File: config.mk
export PLATFORM = sky130hd
export DESIGN_NAME = fetch_ctrl_flat
export DESIGN_NICKNAME = d
export VERILOG_FILES = /design/src/rtl/fetch_pkg.sv /design/src/rtl/fetch_ctrl_if.sv /design/src/rtl/fetch_queue.sv /design/src/rtl/fetch_ctrl.sv /design/src/flat_wrapper.sv
export SDC_FILE = /design/constraint.sdc
export NUM_CORES = 1
export LEC_CHECK = 0
export ABC_CLOCK_PERIOD_IN_PS = 2700
export CELL_PAD_IN_SITES_DETAIL_PLACEMENT = 1
export CELL_PAD_IN_SITES_GLOBAL_PLACEMENT = 2
export CORE_UTILIZATION = 28
export DETAILED_ROUTE_END_ITERATION = 6
export PLACE_DENSITY = 0.81
export SLEW_MARGIN = 20
export SYNTH_ARGS = -nofsm -noshare
export SYNTH_HDL_FRONTEND = slang
export SYNTH_HIERARCHICAL = 1
export SYNTH_SLANG_ARGS = --single-unit
export TNS_END_PERCENT = 30
File: constraint.sdc
create_clock -name clk -period 2.7 [get_ports clk]
set_clock_uncertainty 0.15 [all_clocks]
set_input_delay 0.54 -clock clk [delete_from_list [all_inputs] [get_ports clk]]
set_output_delay 0.54 -clock clk [all_outputs]
set_load 0.05 [all_outputs]
File: src/rtl/fetch_pkg.sv
// Shared types and constants for the instruction-fetch sequencer.
package fetch_pkg;

  typedef enum logic [0:0] {
    StFetch,
    StDrain
  } fetch_state_e;

  localparam logic [31:0]  DefaultResetPc = 32'h0000_0000;
  localparam int unsigned  FetchQDepth    = 2;

endpackage

File: src/rtl/fetch_ctrl_if.sv
// Request/acknowledge instruction-memory bus between fetch and imem.
interface fetch_ctrl_if #(
  parameter int unsigned DataWidth = 32
);
  logic                 req;
  logic [DataWidth-1:0] addr;
  logic                 ack;
  logic [DataWidth-1:0] rdata;

  modport master (output req, output addr, input ack, input rdata);
  modport slave  (input req, input addr, output ack, output rdata);
endinterface

File: src/rtl/fetch_queue.sv
// Two-entry FIFO of {instr, pc}; the head sits in entry 0 so outputs come straight from flops.
module fetch_queue
  import fetch_pkg::*;
#(
  parameter int unsigned DataWidth = 32
) (
  input  logic                 clk,
  input  logic                 rst,
  input  logic                 push_i,
  input  logic [DataWidth-1:0] push_instr_i,
  input  logic [DataWidth-1:0] push_pc_i,
  input  logic                 pop_i,
  input  logic                 clear_i,
  output logic [1:0]           count_o,
  output logic                 head_valid_o,
  output logic [DataWidth-1:0] head_instr_o,
  output logic [DataWidth-1:0] head_pc_o
);

  localparam logic [1:0] QFull = 2'(FetchQDepth);

  logic [DataWidth-1:0] instr_q [FetchQDepth];
  logic [DataWidth-1:0] instr_d [FetchQDepth];
  logic [DataWidth-1:0] pc_q    [FetchQDepth];
  logic [DataWidth-1:0] pc_d    [FetchQDepth];
  logic [1:0]           count_q, count_d;
  logic [1:0]           wr_idx;
  logic                 pop, push;

  always_comb begin
    instr_d = instr_q;
    pc_d    = pc_q;
    count_d = count_q;
    pop     = pop_i && (count_q != 2'd0);
    push    = push_i && ((count_q < QFull) || pop);
    wr_idx  = count_q - 2'(pop);
    if (clear_i) begin
      count_d = 2'd0;
    end else begin
      if (pop) begin
        instr_d[0] = instr_q[1];
        pc_d[0]    = pc_q[1];
      end
      // Push after the shift so a push into the vacated slot wins.
      if (push) begin
        instr_d[wr_idx[0]] = push_instr_i;
        pc_d[wr_idx[0]]    = push_pc_i;
      end
      count_d = count_q + 2'(push) - 2'(pop);
    end
  end

  always_ff @(posedge clk) begin
    if (!rst) begin
      count_q <= 2'd0;
      for (int i = 0; i < FetchQDepth; i++) begin
        instr_q[i] <= '0;
        pc_q[i]    <= '0;
      end
    end else begin
      count_q <= count_d;
      instr_q <= instr_d;
      pc_q    <= pc_d;
    end
  end

  assign count_o      = count_q;
  assign head_valid_o = (count_q != 2'd0);
  assign head_instr_o = instr_q[0];
  assign head_pc_o    = pc_q[0];

endmodule

File: src/rtl/fetch_ctrl.sv
// Fetch sequencer: owns the PC, issues imem requests, drains abandoned requests after redirects.
module fetch_ctrl
  import fetch_pkg::*;
#(
  parameter int unsigned          DATA_WIDTH = 32,
  parameter logic [DATA_WIDTH-1:0] RESET_PC  = DATA_WIDTH'(DefaultResetPc)
) (
  input  logic                  clk,
  input  logic                  rst,
  input  logic                  redirect_valid,
  input  logic [DATA_WIDTH-1:0] redirect_target,
  input  logic                  stall,
  fetch_ctrl_if.master          imem,
  output logic                  instr_valid,
  output logic [DATA_WIDTH-1:0] Instr,
  output logic [DATA_WIDTH-1:0] instr_pc,
  output logic [DATA_WIDTH-1:0] instr_pcplus4
);

  localparam logic [1:0] QFull = 2'(FetchQDepth);

  fetch_state_e          state_q, state_d;
  logic [DATA_WIDTH-1:0] pc_q, pc_d;
  logic [DATA_WIDTH-1:0] drain_addr_q, drain_addr_d;
  logic                  inflight_q, inflight_d;
  logic [1:0]            q_count;
  logic                  req, ack_eff, push, pop;
  logic [DATA_WIDTH-1:0] target;

  always_comb begin
    req = 1'b0;
    unique case (state_q)
      StFetch: req = inflight_q || (q_count < QFull);
      StDrain: req = 1'b1;
    endcase
    if (!rst) req = 1'b0;
  end

  assign imem.req  = req;
  assign imem.addr = (state_q == StDrain) ? drain_addr_q : pc_q;
  assign ack_eff   = req && imem.ack;
  assign target    = redirect_target & ~DATA_WIDTH'(3);
  assign pop       = instr_valid && !stall;

  always_comb begin
    state_d      = state_q;
    pc_d         = pc_q;
    drain_addr_d = drain_addr_q;
    inflight_d   = inflight_q;
    push         = 1'b0;
    if (redirect_valid) begin
      pc_d       = target;
      inflight_d = 1'b0;
      if (state_q == StFetch && req && !ack_eff) begin
        state_d      = StDrain;
        drain_addr_d = pc_q;
      end else if (state_q == StDrain && ack_eff) begin
        state_d = StFetch;
      end
    end else begin
      unique case (state_q)
        StFetch: begin
          if (ack_eff) begin
            push       = 1'b1;
            pc_d       = pc_q + DATA_WIDTH'(4);
            inflight_d = 1'b0;
          end else begin
            inflight_d = req;
          end
        end
        StDrain: begin
          if (ack_eff) state_d = StFetch;
        end
      endcase
    end
  end

  always_ff @(posedge clk) begin
    if (!rst) begin
      state_q      <= StFetch;
      pc_q         <= RESET_PC;
      drain_addr_q <= '0;
      inflight_q   <= 1'b0;
    end else begin
      state_q      <= state_d;
      pc_q         <= pc_d;
      drain_addr_q <= drain_addr_d;
      inflight_q   <= inflight_d;
    end
  end

  fetch_queue #(
    .DataWidth (DATA_WIDTH)
  ) u_queue (
    .clk          (clk),
    .rst          (rst),
    .push_i       (push),
    .push_instr_i (imem.rdata),
    .push_pc_i    (pc_q),
    .pop_i        (pop),
    .clear_i      (redirect_valid),
    .count_o      (q_count),
    .head_valid_o (instr_valid),
    .head_instr_o (Instr),
    .head_pc_o    (instr_pc)
  );

  assign instr_pcplus4 = instr_pc + DATA_WIDTH'(4);

endmodule

File: src/flat_wrapper.sv
// flat-port wrapper written by rule: the top's interface ports become plain ports
module fetch_ctrl_flat import fetch_pkg::*;
#(
  parameter int unsigned          DATA_WIDTH = 32,
  parameter logic [DATA_WIDTH-1:0] RESET_PC  = DATA_WIDTH'(DefaultResetPc)
)
  (clk, rst, redirect_valid, redirect_target, stall, instr_valid, Instr, instr_pc, instr_pcplus4, imem_req, imem_addr, imem_ack, imem_rdata);
  fetch_ctrl_if #(.DataWidth(32)) imem_i ();
  input  logic clk;
  input  logic rst;
  input  logic redirect_valid;
  input  logic [DATA_WIDTH-1:0] redirect_target;
  input  logic stall;
  output logic instr_valid;
  output logic [DATA_WIDTH-1:0] Instr;
  output logic [DATA_WIDTH-1:0] instr_pc;
  output logic [DATA_WIDTH-1:0] instr_pcplus4;
  output wire logic [$bits(imem_i.req)-1:0] imem_req;
  output wire logic [$bits(imem_i.addr)-1:0] imem_addr;
  input wire logic [$bits(imem_i.ack)-1:0] imem_ack;
  input wire logic [$bits(imem_i.rdata)-1:0] imem_rdata;
  assign imem_req = imem_i.req;
  assign imem_addr = imem_i.addr;
  assign imem_i.ack = imem_ack;
  assign imem_i.rdata = imem_rdata;
  fetch_ctrl #(.DATA_WIDTH(DATA_WIDTH), .RESET_PC(RESET_PC)) u_core (.clk(clk), .rst(rst), .redirect_valid(redirect_valid), .redirect_target(redirect_target), .stall(stall), .imem(imem_i), .instr_valid(instr_valid), .Instr(Instr), .instr_pc(instr_pc), .instr_pcplus4(instr_pcplus4));
endmodule
Yosys cells after proc, flatten, opt, wreduce, memory -nomap -nowiden
Cells that the tools add are included.
{"block": "op_classes", "n_eq_ne": 2, "shift": 0, "n_addsub": 5, "reduce_logical": 19, "bitwise_logic": 4, "n_div": 0, "order_cmp": 3, "n_mul": 0, "muxes": 25}
{"op": "32-bit two-way mux", "count": 9}
{"op": "64-bit bitwise mux", "count": 2}
{"op": "64-bit two-way mux", "count": 2}
{"op": "32-bit by 3-bit adder with 32-bit output, second input constant", "count": 2}
{"op": "32-bit demux with 1-bit select", "count": 1}
{"op": "1-bit two-way mux", "count": 10}
{"op": "1-bit logical AND", "count": 8}
{"op": "2-bit AND reduction", "count": 4}
{"op": "2-bit nonzero test", "count": 2}
{"op": "3-bit by 1-bit inequality test with 1-bit output, second input constant", "count": 1}
{"op": "1-bit NOT", "count": 3}
{"op": "2-bit by 1-bit adder with 2-bit output", "count": 1}
{"op": "2-bit greater-or-equal comparator, second input constant", "count": 1}
{"op": "1-bit logical NOT", "count": 2}
{"op": "1-bit logical OR", "count": 2}
{"op": "2-bit by 1-bit < comparator with 1-bit output, second input constant", "count": 1}
{"op": "2-bit < comparator, second input constant", "count": 1}
{"op": "2-bit inequality test, second input constant", "count": 1}
{"op": "1-bit NOT with 2-bit output", "count": 1}
{"op": "1-bit case mux with 2 select lines", "count": 1}
{"op": "2-bit OR reduction", "count": 1}
{"op": "2-bit by 1-bit subtractor with 2-bit output", "count": 1}
{"op": "1-bit subtractor", "count": 1}
{"block": "word_totals", "mem_bits_ro": 0, "word_cells": 68, "ramBits": 0, "in_bits": 69, "n_memories": 0, "register_bits": 196, "latch_bits": 0, "output_inout_bits": 130}

Depth between registers and ports, before layout
Gate-level depths: netlist (run 1).
{"block": "logic_depth", "word_depth": 11, "ltp_mapped": 11, "mapped_depth_nobuf": 8}

Hierarchy
Netlist (run 1), hierarchy kept.
{"module": "fetch_queue", "area_per_inst_um2": 7656.1, "n_inst": 1, "cells_per_inst": 959, "seq_area_each_um2": 2602.5}
{"module": "fetch_ctrl", "area_per_inst_um2": 3788.6, "n_inst": 1, "cells_per_inst": 473, "seq_area_each_um2": 1241.2}

Worst setup path after synthesis (run 1)
Ideal clock, no wire load.
{"block": "synth_timing", "path_type": "register to register", "startpoint": "reg u_core.u_queue.count_q[1] (netlist: u_core/u_queue/count_o[1])", "endpoint": "reg u_core.u_queue.count_q[1] (netlist: u_core/u_queue/count_o[1])", "n_path_buf": 4, "path_slack_ps": -525, "t_required_ps": 2480, "t_arrival_ps": 3005, "stages_incl_launch_ff": 12, "setup_time_ps": 70, "path_cell_list": "dfxtp_1 -> or2_1 -> buf_2 -> clkbuf_1 -> nor2b_1 -> nand2b_1 -> buf_2 -> buf_1 -> nand2_1 -> ha_1 -> or3_1 -> a21oi_1"}
{"block": "synth_via", "elab_cells_between_ends": 15, "classes_between": "add/sub (2); order compare (1); mux (5); reduce/logical (7)"}
{"element": "from (decl)", "line_no": "fetch_queue.sv:26", "text": "logic [1:0] count_q, count_d;"}
{"element": "from (signal assigned)", "line_no": "fetch_queue.sv:61", "text": "count_q <= count_d;"}
{"element": "2-bit nonzero test *", "line_no": "fetch_queue.sv:68", "text": "assign head_valid_o = (count_q != 2'd0);"}
{"element": "named net instr_valid", "line_no": "flat_wrapper.sv:14", "text": "output logic instr_valid;"}
{"element": "1-bit logical AND *", "line_no": "fetch_ctrl.sv:43", "text": "assign pop = instr_valid && !stall;"}
{"element": "named net u_core.pop", "line_no": "fetch_ctrl.sv:27", "text": "logic req, ack_eff, push, pop;"}
{"element": "1-bit logical AND *", "line_no": "fetch_queue.sv:34", "text": "pop = pop_i && (count_q != 2'd0);"}
{"element": "1-bit logical OR", "line_no": "fetch_queue.sv:35", "text": "push = push_i && ((count_q < QFull) || pop);"}
{"element": "1-bit logical AND", "line_no": "fetch_queue.sv:35"}
{"element": "2-bit by 1-bit adder with 2-bit output", "line_no": "fetch_queue.sv:49", "text": "count_d = count_q + 2'(push) - 2'(pop);"}
{"element": "2-bit by 1-bit subtractor with 2-bit output *", "line_no": "fetch_queue.sv:49"}
Mark *: on every way through the listed nets, which the timed path passes. The rest lies on a longest branch.
A chain may end at the register's enable or synchronous reset.

Final worst setup path (run 1)
{"block": "layout_timing", "startpoint": "reg u_core.u_queue.pc_q (netlist bit u_core/u_queue/head_pc_o[13])", "endpoint": "out instr_pcplus4[20]"}
{"block": "layout_via", "elab_chain_len": 1}
{"element": "from (decl)", "line_no": "fetch_queue.sv:24", "text": "logic [DataWidth-1:0] pc_q [FetchQDepth];"}
{"element": "from (signal assigned)", "line_no": "fetch_queue.sv:63", "text": "pc_q <= pc_d;"}
{"element": "32-bit by 3-bit adder with 32-bit output", "line_no": "fetch_ctrl.sv:108", "text": "assign instr_pcplus4 = instr_pc + DATA_WIDTH'(4);"}
{"element": "to (decl)", "line_no": "flat_wrapper.sv:17", "text": "output logic [DATA_WIDTH-1:0] instr_pcplus4;"}
Every way passes these cells.

==> Flow_metrics.wiki, run 1 <==
{| class="wikitable"
! Metric !! Value
|-
| Result of the run || complete, but fails checks
|-
| Violated checks || setup timing
|-
| Placer's final routability congestion estimate || 0.761
|-
| Power density over the cells || 471 nW/um^2
|-
| Setup repair after global routing missed its margin || true
|-
| Met2 wire length || 19.6 mm
|-
| Req. time, crit path || 2010 ps
|-
| Max rail drop VDD || 0.489 mV
|-
| Cells after Synth || 1432
|-
| Starting density of the core || 0.286
|-
| Total of flip-flops plus latches after synthesis || around 190
|-
| Layout overhead on the synthesized area || 36.2%
|-
| Netlist cell types || 52
|-
| R2r setup slk || 340 ps
|-
| Endpoint, Worst Hold || u_core/pc_q[30]
|-
| Clock root buffer || clkbuf_16
|-
| Post-detailed-placement cell area || 14600 um^2
|-
| Post-Syn Area || 11400 um^2
|-
| Per-cell via count in the routed design || 5.27
|-
| Source of the worst hold timing path || rst
|-
| WS Path Type || flip-flop to primary output
|-
| Maximum root-to-sink buffer count || 2
|-
| R2R Path Start || u_core/pc_q[14]
|-
| Smallest setup slack after layout || -53.4 ps
|-
| I/O Pins || a little under 200
|-
| Total routed wire length on the met1 layer || 19.3 mm
|-
| First-pass GRT wire length || between 60 and 70 mm
|-
| Capturing element type of the critical path || primary output
|-
| Hold path cells || 2
|-
| Count of final hold-check violations || 0
|-
| Layout Nets || 1644
|-
| Post-DP HPWL || about 28 mm
|-
| Power Internal || 4.96 mW
|-
| Number of antenna violations at the first check in global routing || 0
|-
| Total instance count after detailed placement || 2065
|-
| Share of total power consumed by net switching || 0.325
|-
| Setup slack at placement || -64.2 ps
|-
| Summed area of non-filler cells in the final layout || 15600 um^2
|-
| Count of endpoints failing setup in the final report || 10
|-
| ANT nets after route || 0
|-
| Largest net degree at the start of global routing || between 100 and 150
|-
| Maximum fanout count along the critical path || 4
|-
| Worst reg2reg endpoint || u_core/pc_q[28]
|-
| Reg clk slew, reported paths || about 70 ps
|-
| Slew of the pin with the lowest slew margin || 773 ps
|-
| Die X-Extent || ~200 um
|-
| Final worst path period share || 1.02
|-
| Total clock buffers created by CTS || 17
|-
| Synth warn || 6
|-
| Leakage || 5.44 nW
|-
| Die Y || slightly above 200 um
|-
| Post-synthesis average cell area || 7.99 um^2
|-
| Total routing usage reported by global routing || 0.197
|-
| Max-capacitance violation count || 0
|-
| Number of flops mapped to enable cells by yosys || 0
|-
| Routed WL || 41.3 mm
|-
| Cell Rows || 73
|-
| Overall power after layout || 7.35 mW
|-
| Number of antenna cells inserted || 0
|-
| Worst skew pair latency || 470 ps
|-
| Top_reg_cell synth || dfxtp_1
|-
| Area of the die || 41700 um^2
|-
| Met3 routed wirelength || 1.98 mm
|-
| Depth of the worst register-to-register path || 6
|-
| Net switching component of the power || ~2.4 mW
|-
| Number of fill cells in the layout || about 4700
|-
| Time the worst path needs with I/O delays and setup || 2750 ps
|-
| Data arrival at the endpoint of the critical path || 2060 ps
|-
| Mean routed wirelength per cell || 19.6 um
|-
| Upper clock frequency limit || 363 MHz
|-
| CTS sink cnt || 192
|-
| Via count of the first global-routing pass || roughly 12000
|-
| Fraction of synthesis flops using an asynchronous set or reset pin || 0
|-
| Clock tree from TritonCTS || built
|-
| CTS H-tree depth || 4
|-
| DR iter-0 viols || around 630
|-
| Final Hold Slack || 254 ps
|-
| Type of the most critical hold path || primary input to flip-flop
|-
| Number of hold buffers added after cts || 0
|-
| Part of the Yosys area used for sequential elements || 0.336
|-
| Count of vias placed by the detailed router || about 11000
|-
| Gate power share || 0.234
|-
| Final max-slew violation count || 0
|-
| Clk pwr share || 0.355
|-
| Number of optimization iterations in the first detailed-route pass || 5
|-
| Detailed-route DRC error count || 0
|-
| Share of final-layout standard cells stronger than drive strength 1 || 0.197
|-
| Critical Path Source Type || flip-flop
|-
| Slew Limit Headroom || 0.485
|-
| Power share of the sequential group || 0.411
|-
| Topmost layer with routed signal wires || met4
|-
| Count of input and output buffers || 194
|-
| Standard cell core area || 40000 um^2
|-
| Overflow after GRT || 0
|-
| Post-layout instance count excluding filler cells || 2110
|}
how the worst max path moves through the flow:
stage,from,end,slack [ps]
final,u_core/u_queue/head_pc_o[13],instr_pcplus4[20],-50
after CTS,u_core/u_queue/head_pc_o[3],instr_pcplus4[14],-100
after floorplan,u_core/u_queue/head_pc_o[11],instr_pcplus4[23],-210
after global routing,u_core/u_queue/head_pc_o[13],instr_pcplus4[20],-170
after detailed placement,imem_ack,u_core/u_queue/head_instr_o[14],-60
after global placement,imem_ack,u_core/pc_q[30],-30
what timing repair did:
action | CTS | global route
cloned | 0 | 0
resized for setup | 53 | 23
setup buffers | 12 | 3
pin swaps | 22 | 18
endpoints found under the setup margin | 26 | 24
synthesized netlist by cell type (2+ instances only):
library cell   count  share of area
o21ai_0           25          0.011
inv_1             75          0.025
nand2b_1          11         0.0060
a21oi_1           81          0.035
ha_1               3         0.0033
mux2_2            26          0.026
clkbuf_2           2        0.00087
buf_12             6          0.010
o311a_1            3         0.0026
nor2_1            74          0.024
a21boi_0          33          0.022
buf_1             16         0.0052
mux2i_1           64          0.056
buf_2             18         0.0079
nor4_1            77          0.042
xor2_1            13         0.0099
and4_1             4         0.0031
dlygate4sd1_1      2         0.0015
nand4_1           15         0.0082
and3_1            13         0.0071
a32o_1            64          0.056
or4_1              3         0.0020
o211ai_1           2         0.0013
clkbuf_1          87          0.029
buf_4             68          0.045
and2_1             4         0.0022
dfxtp_1          192           0.34
nor3_1            10         0.0044
nand3_1           22         0.0096
a31oi_1           65          0.036
nor2b_1            3         0.0016
xnor2_1           39          0.030
o21a_1             4         0.0026
nand2_1          220          0.072
o211a_1            6         0.0052
nand4b_1          64          0.049
buf_6              3         0.0030
area by class of cell:
class	instances	area, um^2	area share
Multi-Input combinational cell	968	6560	0.421
Sequential cell	192	3860	0.248
Timing Repair Buffer	318	3650	0.234
Tap cell	525	657	0.0421
Clock buffer	17	425	0.0273
Inverter	75	282	0.0181
Clock inverter	15	148	0.00947
per-layer routing:
metal | up-vias | global-route usage
li1 | 5309 | -
met1 | 5544 | 0.263
met2 | 247 | 0.325
met3 | 29 | 0.0324
met4 | 0 | 0.0549
met5 | - | 0
through the flow:
step | util | TNS [ps]
after floorplan | - | -2140
after global placement | 0.364 | -322
after detailed placement | 0.364 | -593
after CTS | 0.386 | -680
after global routing | 0.390 | -1880
final | 0.390 | -228
power groups by stage:
stage	Combinational, mW	Clock, mW	Sequential (mW)
final	1.72	2.61	3.02
after global routing	1.83	2.78	3.03
after CTS	1.72	2.69	3.01
after detailed placement	1.70	0	3.08
after global placement	1.67	0	3.07
after floorplan	1.01	0	3.07
cells in the final DEF, fill, tap and decap left out, types with 6 or more instances in the layout:
cell	count
and3_1	6
xor2_1	7
nand4b_1	64
inv_6	6
a32o_1	64
nand2b_1	8
a21oi_1	81
a21boi_0	32
xnor2_2	17
clkbuf_16	18
mux2i_1	64
o21ai_0	25
nor4_1	77
o211a_1	6
mux2_2	26
xnor2_1	21
buf_4	108
dfxtp_2	8
clkdlybuf4s50_1	133
nand4_1	15
conb_1	6
inv_1	75
nor2_1	70
nand2_1	218
nor3_1	8
nand3_1	18
a31oi_1	65
buf_12	72
dfxtp_1	181
and3_4	7
logic make-up (layout without fill, tap and decap cells):
group	after synthesis	count (layout)	share of synthesized area
AND/OR/NAND/NOR	531	531	0.239
AO/OA/AOI/OAI	286	286	0.173
buffers and inverters	277	425	0.127
flip-flops	192	192	0.336
multiplexers	90	90	0.0816
XOR/XNOR	52	52	0.0398
adder cells (fa/ha/maj)	3	3	0.00328
other	1	6	0.000328
critical path, cell delays in order (launching register included):
cell and delay [ps]:
dfxtp_2 330, nand4_1 110, buf_6 150, nor3_4 210, buf_4 140, buf_4 90
buf_4 100, nand3_1 110, xnor2_2 200, buf_12 160
(Power assumes the default switching activity.)
==> inputs of run 2 (changes only) <==
--- a/config.mk
+++ b/config.mk
@@ -5,7 +5,6 @@
 export SDC_FILE = /design/constraint.sdc
 export NUM_CORES = 1
 export LEC_CHECK = 0
-export ABC_CLOCK_PERIOD_IN_PS = 2700
 export CELL_PAD_IN_SITES_DETAIL_PLACEMENT = 1
 export CELL_PAD_IN_SITES_GLOBAL_PLACEMENT = 2
 export CORE_UTILIZATION = 28
==> constraint.sdc (replaced) <==
create_clock -name clk -period 2.7 [get_ports clk]
set_clock_uncertainty 0.15 [all_clocks]
set_input_delay 0.54 -clock clk [delete_from_list [all_inputs] [get_ports clk]]
set_output_delay 0.54 -clock clk [all_outputs]
set_load 0.02 [all_outputs]
==> run 2 against run 1 <==
  * Sequential power about the same
  * Via count increased by 0.48%
  * Critical path type unchanged
  * Combinational power down 24%
  * Non-clock buffer count fell by 3
  * Highest routed layer unchanged
  * Routed wire length hardly changed
  * Sequential cell count unchanged
  * Global-route usage about the same
  * Cell area is 5.8% lower
  * The flow still finishes with violations (setup timing)
  * Fmax down 2.4%
  * Clock power is 7% lower
  * Critical path depth down 2
  * Largest power group unchanged
  * Register-to-register slack worse by 60 ps
==> Flow_metrics.wiki, run 2 (synthesized netlist as in run 1, its figures left out) <==
{| class="wikitable"
! Metric !! Value
|-
| Result of the run || complete, but fails checks
|-
| Violated checks || setup timing
|-
| Count of endpoints failing setup in the final report || 7
|-
| Worst skew pair latency || approximately 450 ps
|-
| Fraction of the core area covered by cells at the end of the flow || 0.367
|-
| Detailed-route DRC error count || 0
|-
| Clock tree from TritonCTS || built
|-
| Post-layout instance count excluding filler cells || between 2000 and 2500
|-
| Share of final-layout standard cells stronger than drive strength 1 || 0.157
|-
| Total clock buffers created by CTS || 17
|-
| Maximum fanout count along the critical path || 5
|-
| R2r setup slk || 280 ps
|-
| Setup repair after global routing missed its margin || true
|-
| Slew of the pin with the lowest slew margin || 631 ps
|-
| Clock root buffer || clkbuf_16
|-
| Overall power after layout || 6.76 mW
|-
| WS Path Type || flip-flop to primary output
|-
| Critical Path Source Type || flip-flop
|-
| Final worst path period share || 1.04
|-
| Die Y || 204 um
|-
| Number of optimization iterations in the first detailed-route pass || 5
|-
| Post-detailed-placement cell area || roughly 14000 um^2
|-
| Maximum root-to-sink buffer count || 2
|-
| Die X-Extent || 204 um
|-
| Final Hold Slack || about 310 ps
|-
| Number of antenna violations at the first check in global routing || 0
|-
| Max-capacitance violation count || 0
|-
| Placer's final routability congestion estimate || 0.758
|-
| DR iter-0 viols || 656
|-
| CTS sink cnt || ~190
|-
| Capturing element type of the critical path || primary output
|-
| Commonest non-fill, non-tap cells in the layout || nand2_1, dfxtp_1, clkdlybuf4s50_1
|-
| Number of antenna cells inserted || 0
|-
| Most frequent standard cell in the layout excluding fill and tap cells || nand2_1
|-
| Count of input and output buffers || 194
|-
| Total routing usage reported by global routing || 0.198
|-
| Area used by multi-input combinational logic || ~6400 um^2
|-
| I/O Pins || 199
|-
| Type of the most critical hold path || flip-flop to flip-flop
|-
| Flip-flop and latch area || 3870 um^2
|-
| Req. time, crit path || roughly 2000 ps
|-
| Per-cell via count in the routed design || approximately 5.3
|-
| Max rail drop VDD || 0.429 mV
|-
| ANT nets after route || 0
|-
| Smallest setup slack after layout || -121 ps
|-
| Via count of the first global-routing pass || 11430
|-
| Number of fill cells in the layout || 4734
|-
| Final max-slew violation count || 0
|-
| Starting density of the core || 0.286
|-
| Post-DP HPWL || 27.3 mm
|-
| Slew Limit Headroom || 0.580
|-
| Setup slack at placement || -315 ps
|-
| Total instance count after detailed placement || between 2000 and 2500
|-
| Standard cell core area || 40000 um^2
|-
| Routed WL || 41.2 mm
|-
| Leakage || 5.11 nW
|-
| Time the worst path needs with I/O delays and setup || 2820 ps
|-
| Count of final hold-check violations || 0
|-
| Mean routed wirelength per cell || 19.6 um
|-
| First-pass GRT wire length || 64.7 mm
|-
| Upper clock frequency limit || 354 MHz
|-
| Overflow after GRT || 0
|-
| CTS H-tree depth || 4
|-
| Count of vias placed by the detailed router || 11182
|-
| Layout overhead on the synthesized area || 28.3%
|-
| Setup tns final || -433 ps
|-
| Layout Nets || 1641
|-
| Data arrival at the endpoint of the critical path || 2130 ps
|-
| Reg clk slew, reported paths || 80 ps
|-
| Summed area of non-filler cells in the final layout || roughly 15000 um^2
|-
| Cell Rows || 73
|-
| Largest net degree at the start of global routing || 129
|-
| Power density over the cells || 460 nW/um^2
|-
| Area of the die || 41700 um^2
|}
[run 2: path summary, 6_finish.rpt]
kind                                     start                 to  cells after the start
hold reg to reg                      flip-flop          flip-flop                      2
setup reg to reg               u_core/pc_q[17]    u_core/pc_q[28]                      6
setup / recovery  u_core/u_queue/head_pc_o[14]  instr_pcplus4[26]                      7
hold / removal                       flip-flop          flip-flop                      2
[run 2: critical path, stage by stage, from the launching register on]
cell and delay, ps:
dfxtp_2 350, nand4_1 130, buf_6 170, nor3_4 260
and3_4 320, nand3_2 120, xnor2_2 180, buf_4 160
[run 2: per-layer routing]
layer  part of all wire  vias up  track usage
met5                  0        -            0
met4              0.011        0       0.0456
met3              0.047       36       0.0295
met2               0.46      290        0.317
met1               0.48     5531        0.276
li1                   -     5325            -
[run 2: area by class of cell]
cell class / instances / share of cell area
clock inverter: 12 / 0.00596
clock buffer: 20 / 0.0304
timing repair buffer: 315 / 0.203
sequential: 192 / 0.263
tap: 525 / 0.0447
multi-input combinational: 968 / 0.434
inverter: 75 / 0.0192
[run 2: power breakdown]
part	leakage, nW	switching [mW]	internal (mW)	total [mW]
Combinational	3.29	0.700	0.608	1.31
Sequential	1.57	0.0993	2.92	3.02
Clock	0.249	1.22	1.21	2.43
Total	5.11	2.02	4.74	6.76
[run 2: what timing repair did]
action / in CTS / in global routing
cloned: 0 / 0
gates resized for setup: 145 / 34
hold buffers: 0 / 0
pin swaps: 17 / 9
buffers inserted: 1 / 4
endpoints found under the setup margin: 38 / 33
